$ cat src/rtl/one2eight_demux.sv
`default_nettype none
// ============================================================================
// Module   : one2eight_demux
// Brief    : Routes a serial bit to one of eight registered outputs and
//            assembles each complete set of eight writes into a byte.
// Revision : 1.0
// ============================================================================
module one2eight_demux (
    input  logic       clk,
    input  logic       rst,
    input  logic       din,
    input  logic       sel1,
    input  logic       sel2,
    input  logic       sel3,
    input  logic       in_valid,
    input  logic       auto_mode,
    input  logic       clr_ovr,
    output logic       o0,
    output logic       o1,
    output logic       o2,
    output logic       o3,
    output logic       o4,
    output logic       o5,
    output logic       o6,
    output logic       o7,
    output logic [7:0] out_byte,
    output logic       frame_valid,
    output logic       overrun,
    output logic [7:0] frame_cnt
);

    localparam logic [7:0] c_FULL_MASK = 8'hFF;

    logic [7:0] o_q, o_d;
    logic [7:0] out_byte_q, out_byte_d;
    logic       frame_valid_q, frame_valid_d;
    logic       overrun_q, overrun_d;
    logic [7:0] frame_cnt_q, frame_cnt_d;
    logic [2:0] addr_cnt_q, addr_cnt_d;
    logic [7:0] mask_q, mask_d;
    logic       auto_q;
    logic       primed_q;

    logic       w_mode_chg;
    logic       w_wr;
    logic       w_dup;
    logic       w_complete;
    logic [2:0] w_addr;
    logic [7:0] w_addr_oh;
    logic [7:0] w_mask_upd;

    // The registered mode copy is meaningless on the first edge after reset,
    // so a mode change is only recognised once a non-reset edge has passed.
    always_comb begin
        w_mode_chg = primed_q && (auto_mode != auto_q);
        w_addr     = auto_mode ? addr_cnt_q : {sel3, sel2, sel1};
        w_addr_oh  = 8'd1 << w_addr;
        w_wr       = in_valid && !w_mode_chg;
        w_dup      = w_wr && ((mask_q & w_addr_oh) != 8'd0);
        w_mask_upd = mask_q | w_addr_oh;
        w_complete = w_wr && !w_dup && (w_mask_upd == c_FULL_MASK);
    end

    always_comb begin
        o_d           = o_q;
        out_byte_d    = out_byte_q;
        frame_valid_d = 1'b0;
        overrun_d     = overrun_q;
        frame_cnt_d   = frame_cnt_q;
        addr_cnt_d    = addr_cnt_q;
        mask_d        = mask_q;

        if (w_wr) begin
            o_d = (o_q & ~w_addr_oh) | ({8{din}} & w_addr_oh);
            if (auto_mode) begin
                addr_cnt_d = addr_cnt_q + 3'd1;
            end
        end

        if (w_mode_chg) begin
            mask_d     = 8'd0;
            addr_cnt_d = 3'd0;
        end else if (w_complete) begin
            out_byte_d    = o_d;
            frame_valid_d = 1'b1;
            frame_cnt_d   = frame_cnt_q + 8'd1;
            mask_d        = 8'd0;
        end else if (w_wr && !w_dup) begin
            mask_d = w_mask_upd;
        end

        // A new overrun event beats a simultaneous clear.
        if (w_dup) begin
            overrun_d = 1'b1;
        end else if (clr_ovr) begin
            overrun_d = 1'b0;
        end
    end

    always_ff @(posedge clk) begin
        if (rst) begin
            o_q           <= 8'd0;
            out_byte_q    <= 8'd0;
            frame_valid_q <= 1'b0;
            overrun_q     <= 1'b0;
            frame_cnt_q   <= 8'd0;
            addr_cnt_q    <= 3'd0;
            mask_q        <= 8'd0;
            auto_q        <= 1'b0;
            primed_q      <= 1'b0;
        end else begin
            o_q           <= o_d;
            out_byte_q    <= out_byte_d;
            frame_valid_q <= frame_valid_d;
            overrun_q     <= overrun_d;
            frame_cnt_q   <= frame_cnt_d;
            addr_cnt_q    <= addr_cnt_d;
            mask_q        <= mask_d;
            auto_q        <= auto_mode;
            primed_q      <= 1'b1;
        end
    end

    assign o0          = o_q[0];
    assign o1          = o_q[1];
    assign o2          = o_q[2];
    assign o3          = o_q[3];
    assign o4          = o_q[4];
    assign o5          = o_q[5];
    assign o6          = o_q[6];
    assign o7          = o_q[7];
    assign out_byte    = out_byte_q;
    assign frame_valid = frame_valid_q;
    assign overrun     = overrun_q;
    assign frame_cnt   = frame_cnt_q;

endmodule
`default_nettype wire
$ cat config.mk
export PLATFORM = sky130hd
export DESIGN_NAME = one2eight_demux
export DESIGN_NICKNAME = d
export VERILOG_FILES = /design/src/rtl/one2eight_demux.sv
export SDC_FILE = /design/constraint.sdc
export NUM_CORES = 1
export LEC_CHECK = 0
export CAP_MARGIN = 0
export CORE_MARGIN = 3
export CORE_UTILIZATION = 57
export CTS_BUF_LIST = sky130_fd_sc_hd__clkbuf_4
export CTS_CLUSTER_SIZE = 25
export DETAILED_ROUTE_END_ITERATION = 10
export PLACE_DENSITY = 0.86
export SLEW_MARGIN = 20
export SYNTH_ARGS = -nofsm -noshare
export SYNTH_HDL_FRONTEND = slang
export SYNTH_SLANG_ARGS = --single-unit
export TNS_END_PERCENT = 50
$ cat constraint.sdc
create_clock -name clk -period 7.32 [get_ports clk]
set_input_delay 2.196 -clock clk [delete_from_list [all_inputs] [get_ports clk]]
set_output_delay 2.196 -clock clk [all_outputs]
set_load 0.02 [all_outputs]
-- Word level (Yosys, flattened, before mapping)
Index checks and enable logic that the tools add are counted.
Widths: inputs -> output; s select.
- add/sub/neg operators: 2
- shifts and indexed selects: 1
- reduce and logical (&&, ||, !) cells: 13
- bitwise logic cells: 7
- equal/unequal tests: 2
- mux-type cells: 6
- operators by type and width (kind ; number):
    $and 8x8->8 ; 3
    $or 8x8->8 ; 2
    $add 8x1->8 const B ; 1
    $eq 8x8->1 const B ; 1
    $mux 8 ; 1
    $not 8->8 ; 1
    $reduce_bool 8->1 ; 1
    $shl 1x3->8 const A ; 1
    $logic_and 1x1->1 ; 5
    $mux 1 ; 4
    $reduce_and 2->1 ; 2
    $add 3x1->3 const B ; 1
    $mux 3 ; 1
    $reduce_or 3->1 ; 1
    $logic_not 1->1 ; 2
    $reduce_bool 2->1 ; 1
    $reduce_or 2->1 ; 1
    $ne 1x1->1 ; 1
    $not 1->1 ; 1
- input port bits: 9
- output and inout port bits: 26
- word-level logic and storage cells: 40
- bits in registers: 39

-- Depth between registers and ports, before layout
- depth after elaboration: 9
- gate-level depth with buffers: 11
- depth with buffers taken out: 7

-- Worst setup path before layout
Ideal clock, no wire load.
- path kind: input port to flip-flop
- start: in auto_mode
- end: reg out_byte_q[0] (netlist: out_byte[0])
- path slack: 3.116 ns
- required time: 7.204 ns
- library setup time: 0.116 ns
- stages on the path: 9
- arrival time: 4.087 ns
- path buffers: 3
- path through: buf_4 > or3_4 > a21oi_1 > o21ai_0 > a22o_1 > or3_1 > clkbuf_1 > clkbuf_1 > a31o_2
- word-level cells in the longest chain between the ends: 9
- elaborated cells between the ends (all ways): 21
- classes of those cells: eq/ne: 2; shift: 1; mux: 2; bitwise: 7; reduce/logical: 9
- RTL lines (element ; line ; text):
    start: declaration ; 16 ; input logic auto_mode,
    $mux 3 or $ne 1x1->1 (tied branches) ; 56, 55 ;
    $shl 1x3->8 or $logic_and 1x1->1 (tied branches) ; 57, 55 ;
    $and 8x8->8 or $logic_not 1->1 (tied branches) ; 59, 58 ;
    $reduce_bool 8->1 or $logic_and 1x1->1 (tied branches) ; 59, 58 ;
    $logic_and 1x1->1 ; 59 ; w_dup = w_wr && ((mask_q & w_addr_oh) != 8'd0);
    $logic_not 1->1 ; 61 ; w_complete = w_wr && !w_dup && (w_mask_upd == c_FULL_MASK);
    $logic_and 1x1->1 (2 in series) ; 61 ;
    $reduce_and 2->1 (no source line) ; - ;
    end signal: assignment ; 113 ; out_byte_q <= out_byte_d;
    end: declaration ; 35 ; logic [7:0] out_byte_q, out_byte_d;
Parallel ways exist; a longest one is shown, timed or not.
A chain may end at the register's enable or synchronous reset.

-- Worst setup path after layout
- start: in auto_mode
- end: reg frame_cnt_q[3] (netlist: frame_cnt[3])
- word-level cells in the longest chain between the ends: 9
- elaborated cells between the ends (all ways): 16
- classes of those cells: eq/ne: 2; shift: 1; mux: 1; bitwise: 3; reduce/logical: 9
- RTL lines (element ; line ; text):
    $mux 3 or $ne 1x1->1 (tied branches) ; 56, 55 ;
    $shl 1x3->8 or $logic_and 1x1->1 (tied branches) ; 57, 55 ;
    $and 8x8->8 or $logic_not 1->1 (tied branches) ; 59, 58 ;
    $reduce_bool 8->1 or $logic_and 1x1->1 (tied branches) ; 59, 58 ;
    $logic_and 1x1->1 ; 59 ;
    $logic_not 1->1 ; 61 ;
    $logic_and 1x1->1 (2 in series) ; 61 ;
    $reduce_and 2->1 (no source line) (*) ; - ;
    end signal: assignment ; 116 ; frame_cnt_q <= frame_cnt_d;
    end: declaration ; 38 ; logic [7:0] frame_cnt_q, frame_cnt_d;
Every way passes the cells marked *; elsewhere a longest branch is shown, timed or not.

==> key figures <==
Clock network
  • Sink Count: 39
  • # H-tree levels: 2
  • Worst-path clk slew: 0.11 ns
  • Max clock buf depth: 2
  • Root buffer cell: clkbuf_4
  • Post-CTS resize count: 0
  • Postcts setup bufs: 0
  • Worst-skew pair later-pin latency: 0.35 ns
  • TritonCTS clock tree: done
  • Cts bufs inserted: 5
  • Hold-fix buffers at CTS: 0

Global routing
  • Global route overflow: 0
  • Largest net degree at the start of global routing: 30
  • Gr usage total: 23.74%
  • First-pass GRT wire length: 7.452 mm
  • Vias in the first global route: 1663
  • Initial antenna violation count: 0

Detailed routing
  • DRC violations left: 0
  • Vias per cell: 5.793
  • Vias: 1651
  • Routed Antenna Nets: 0
  • Routed WL per cell: 15.19 um
  • Drt pass-1 iters: 5
  • Post-Route WL: 4.329 mm
  • 1st-iter DRT viols: 158

Power
  • Share of total power in combinational logic: 9.8%
  • Sw Ratio: 23.70%
  • Leak pwr: 0.8586 nW
  • Pwr Density: 176.1 mW/mm^2
  • Sequential share of power: 54.6%
  • Total power: 0.3996 mW
  • VDD IR-drop max: 0.0001317 V
  • Internal power: 0.3049 mW
  • Clk pwr share: 35.6%
  • Switching power total: 0.09473 mW

Final layout
  • # diodes: 0
  • Final core occ: 78.26%
  • Most common cell after layout, fill and taps aside: dfxtp_1
  • Synthesis-to-layout area growth: 23.49%
  • Final nets: 254
  • Commonest non-fill, non-tap cells in the layout: dfxtp_1, clkdlybuf4s50_1, nor2_1
  • Post-route cell area: 0.002270 mm^2
  • Fraction of layout cells with a size suffix above 1: 11.52%

Outcome
  • Outcome: completed

STA
  • Post-layout min period: 5.261 ns
  • RSZ-0062 raised after global routing: false
  • Clock Skews: 0.005209 ns
  • Final hold vios: 0
  • Fin. max-slew vios: 0
  • Slew headroom: 49.71%
  • Setup TNS: 0 ns
  • Tcrit/Tclk final: 71.87%
  • Slew at the pin closest to its max-slew limit: 0.7543 ns
  • Final setup viols: 0
  • Final worst slack: 2.059 ns
  • FMAX: 190.1 MHz

Logic synthesis
  • Main flop type after synthesis: dfxtp_1
  • Syn. warnings: 0
  • Mapped Cells: 211
  • Avg Inst Size Synth: 8.711 um^2
  • Synthesized net count: 222
  • Sequential area share after synthesis: 42.48%
  • Netlist cell types: 41
  • Synth Register Bits: 39
  • Leading area contributor after synthesis: dfxtp_1
  • Synth area leaders: dfxtp_1, mux2i_1, nor2_1
  • Async S/R FF share, synth: 0%
  • Post-synth EDFFs: 0
  • Syn Std Cell Area: 0.001838 mm^2
  • Share of the synthesized area in the top cell type: 42.48%

Worst setup path
  • Crit path launch type: primary input
  • Setup crit end kind: flop
  • CP max stage cell: clkdlybuf4s50_1
  • Worst Setup SP: auto_mode
  • Crit path to: frame_cnt[3]$_SDFFE_PP0P_
  • Setup slack on the worst flop-to-flop path: 4.48 ns
  • Register-to-Register Path Depth: 7
  • CP max FO: 24
  • Critical path class: in2reg
  • Most frequent CP cell: or3_1
  • Worst EP arrival: 5.54 ns
  • Slowest Stage Delay on Critical Path: 0.89 ns
  • Startpoint of the worst register-to-register path: addr_cnt_q[1]$_SDFFE_PP0P_
  • R2R Path End: frame_cnt[3]$_SDFFE_PP0P_
  • Cells along the critical path: clkdlybuf4s50_1 > mux2i_1 > and2_1 > a32oi_1 > a22o_1 > or3_1 > or3_1 > a21oi_1
  • Required time worst endpoint: 7.60 ns

Floorplan
  • Die W: 62.79 um
  • Core Region: 0.002900 mm^2
  • Die Ht: 62.79 um
  • I/O pin count: 35
  • Row Count: 19
  • Initial Util: 63.37%
  • Die area: 0.003942 mm^2

Placement
  • GPL Wtd Cong: 0.8741
  • Pre-CTS WS: 1.799 ns
  • Final HPWL DP: 3.027 mm
  • I/O Buffers: 34
  • Placed inst area: 0.002195 mm^2

Job
  • Max-Cap Viols: 0

Min path
  • Hold Crit Class: reg2reg
  • Min-delay src: overrun$_SDFFE_PP0P_
[flip-flops by register name, summed over array words and instances (netlist names), 3 cells and up]
register    count
mask_q          8
out_byte        8
o_q             8
frame_cnt       8
addr_cnt_q      3
[worst min-delay path by stage]
| stage | slack (ns) | cells after the start | to |
|---|---|---|---|
| after floorplan | 0.45 | 2 | mask_q[7]$_SDFFE_PP0P_ |
| after global placement | 0.46 | 2 | overrun$_SDFFE_PP0P_ |
| after detailed placement | 0.47 | 2 | overrun$_SDFFE_PP0P_ |
| after CTS | 0.48 | 2 | overrun$_SDFFE_PP0P_ |
| after global routing | 0.51 | 2 | overrun$_SDFFE_PP0P_ |
| final | 0.48 | 2 | overrun$_SDFFE_PP0P_ |
[cells in the mapped netlist (5+ instances only)]
cell      number
a21boi_0       5
a21oi_1       15
a31o_2         8
and2_1         5
clkbuf_1       7
dfxtp_1       39
mux2i_1       10
nand2_1       19
nand3_1       12
nor2_1        25
nor3_1         9
o21ai_0        6
[logic make-up (layout without fill, tap and decap cells)]
kind of cell / count (synthesis) / count (layout) / synth area share (%)
muxes: 13 / 13 / 7.284
AOI/OAI and AO/OA: 46 / 46 / 17.36
DFF: 39 / 39 / 42.48
buffers and inverters: 11 / 43 / 2.587
and+or+nand+nor: 95 / 95 / 26.55
adders and majority gates: 2 / 2 / 1.361
xor gates and xnor gates: 5 / 5 / 2.383
[area by class of cell]
cell class	instances	area [um^2]
Clock buffer	6	45.04
Clock inverter	1	30.03
Fill cell	211	630.6
Inverter	1	3.754
Multi-Input combinational cell	161	1010
Sequential cell	39	780.7
Tap cell	42	52.55
Timing Repair Buffer	35	347.8
[per-stage QoR]
stage | cells | hold slack [ns]
5_1_grt | 285 | 0.5094
3_3_place_gp | 278 | 0.4576
2_1_floorplan | 211 | 0.4457
4_1_cts | 285 | 0.4849
6_report | 285 | 0.4791
3_5_place_dp | 278 | 0.4698
[worst max-delay path: cells and delay by family]
kind	cells	cell delay (ns)
buffers and inverters	1	0.89
AO/OA/AOI/OAI	3	0.46
multiplexers	1	0.67
AND/OR/NAND/NOR	3	1.33
[metal layers]
metal  up-vias  GRT usage (%)  share of wire, %
li1        811              -                 -
met1       762          28.92                44
met2        66          38.35                47
met3        12          7.374               6.6
met4         0          10.47               2.2
met5         -              0                 0
[power groups by stage]
stage	registers (mW)	logic (mW)	clock network (mW)
after global routing	0.219	0.0430	0.153
after CTS	0.218	0.0389	0.143
after global placement	0.223	0.0370	0
after floorplan	0.223	0.0249	0
final	0.218	0.0393	0.142
after detailed placement	0.223	0.0382	0
Note: power is estimated with default switching activity, not from simulation.
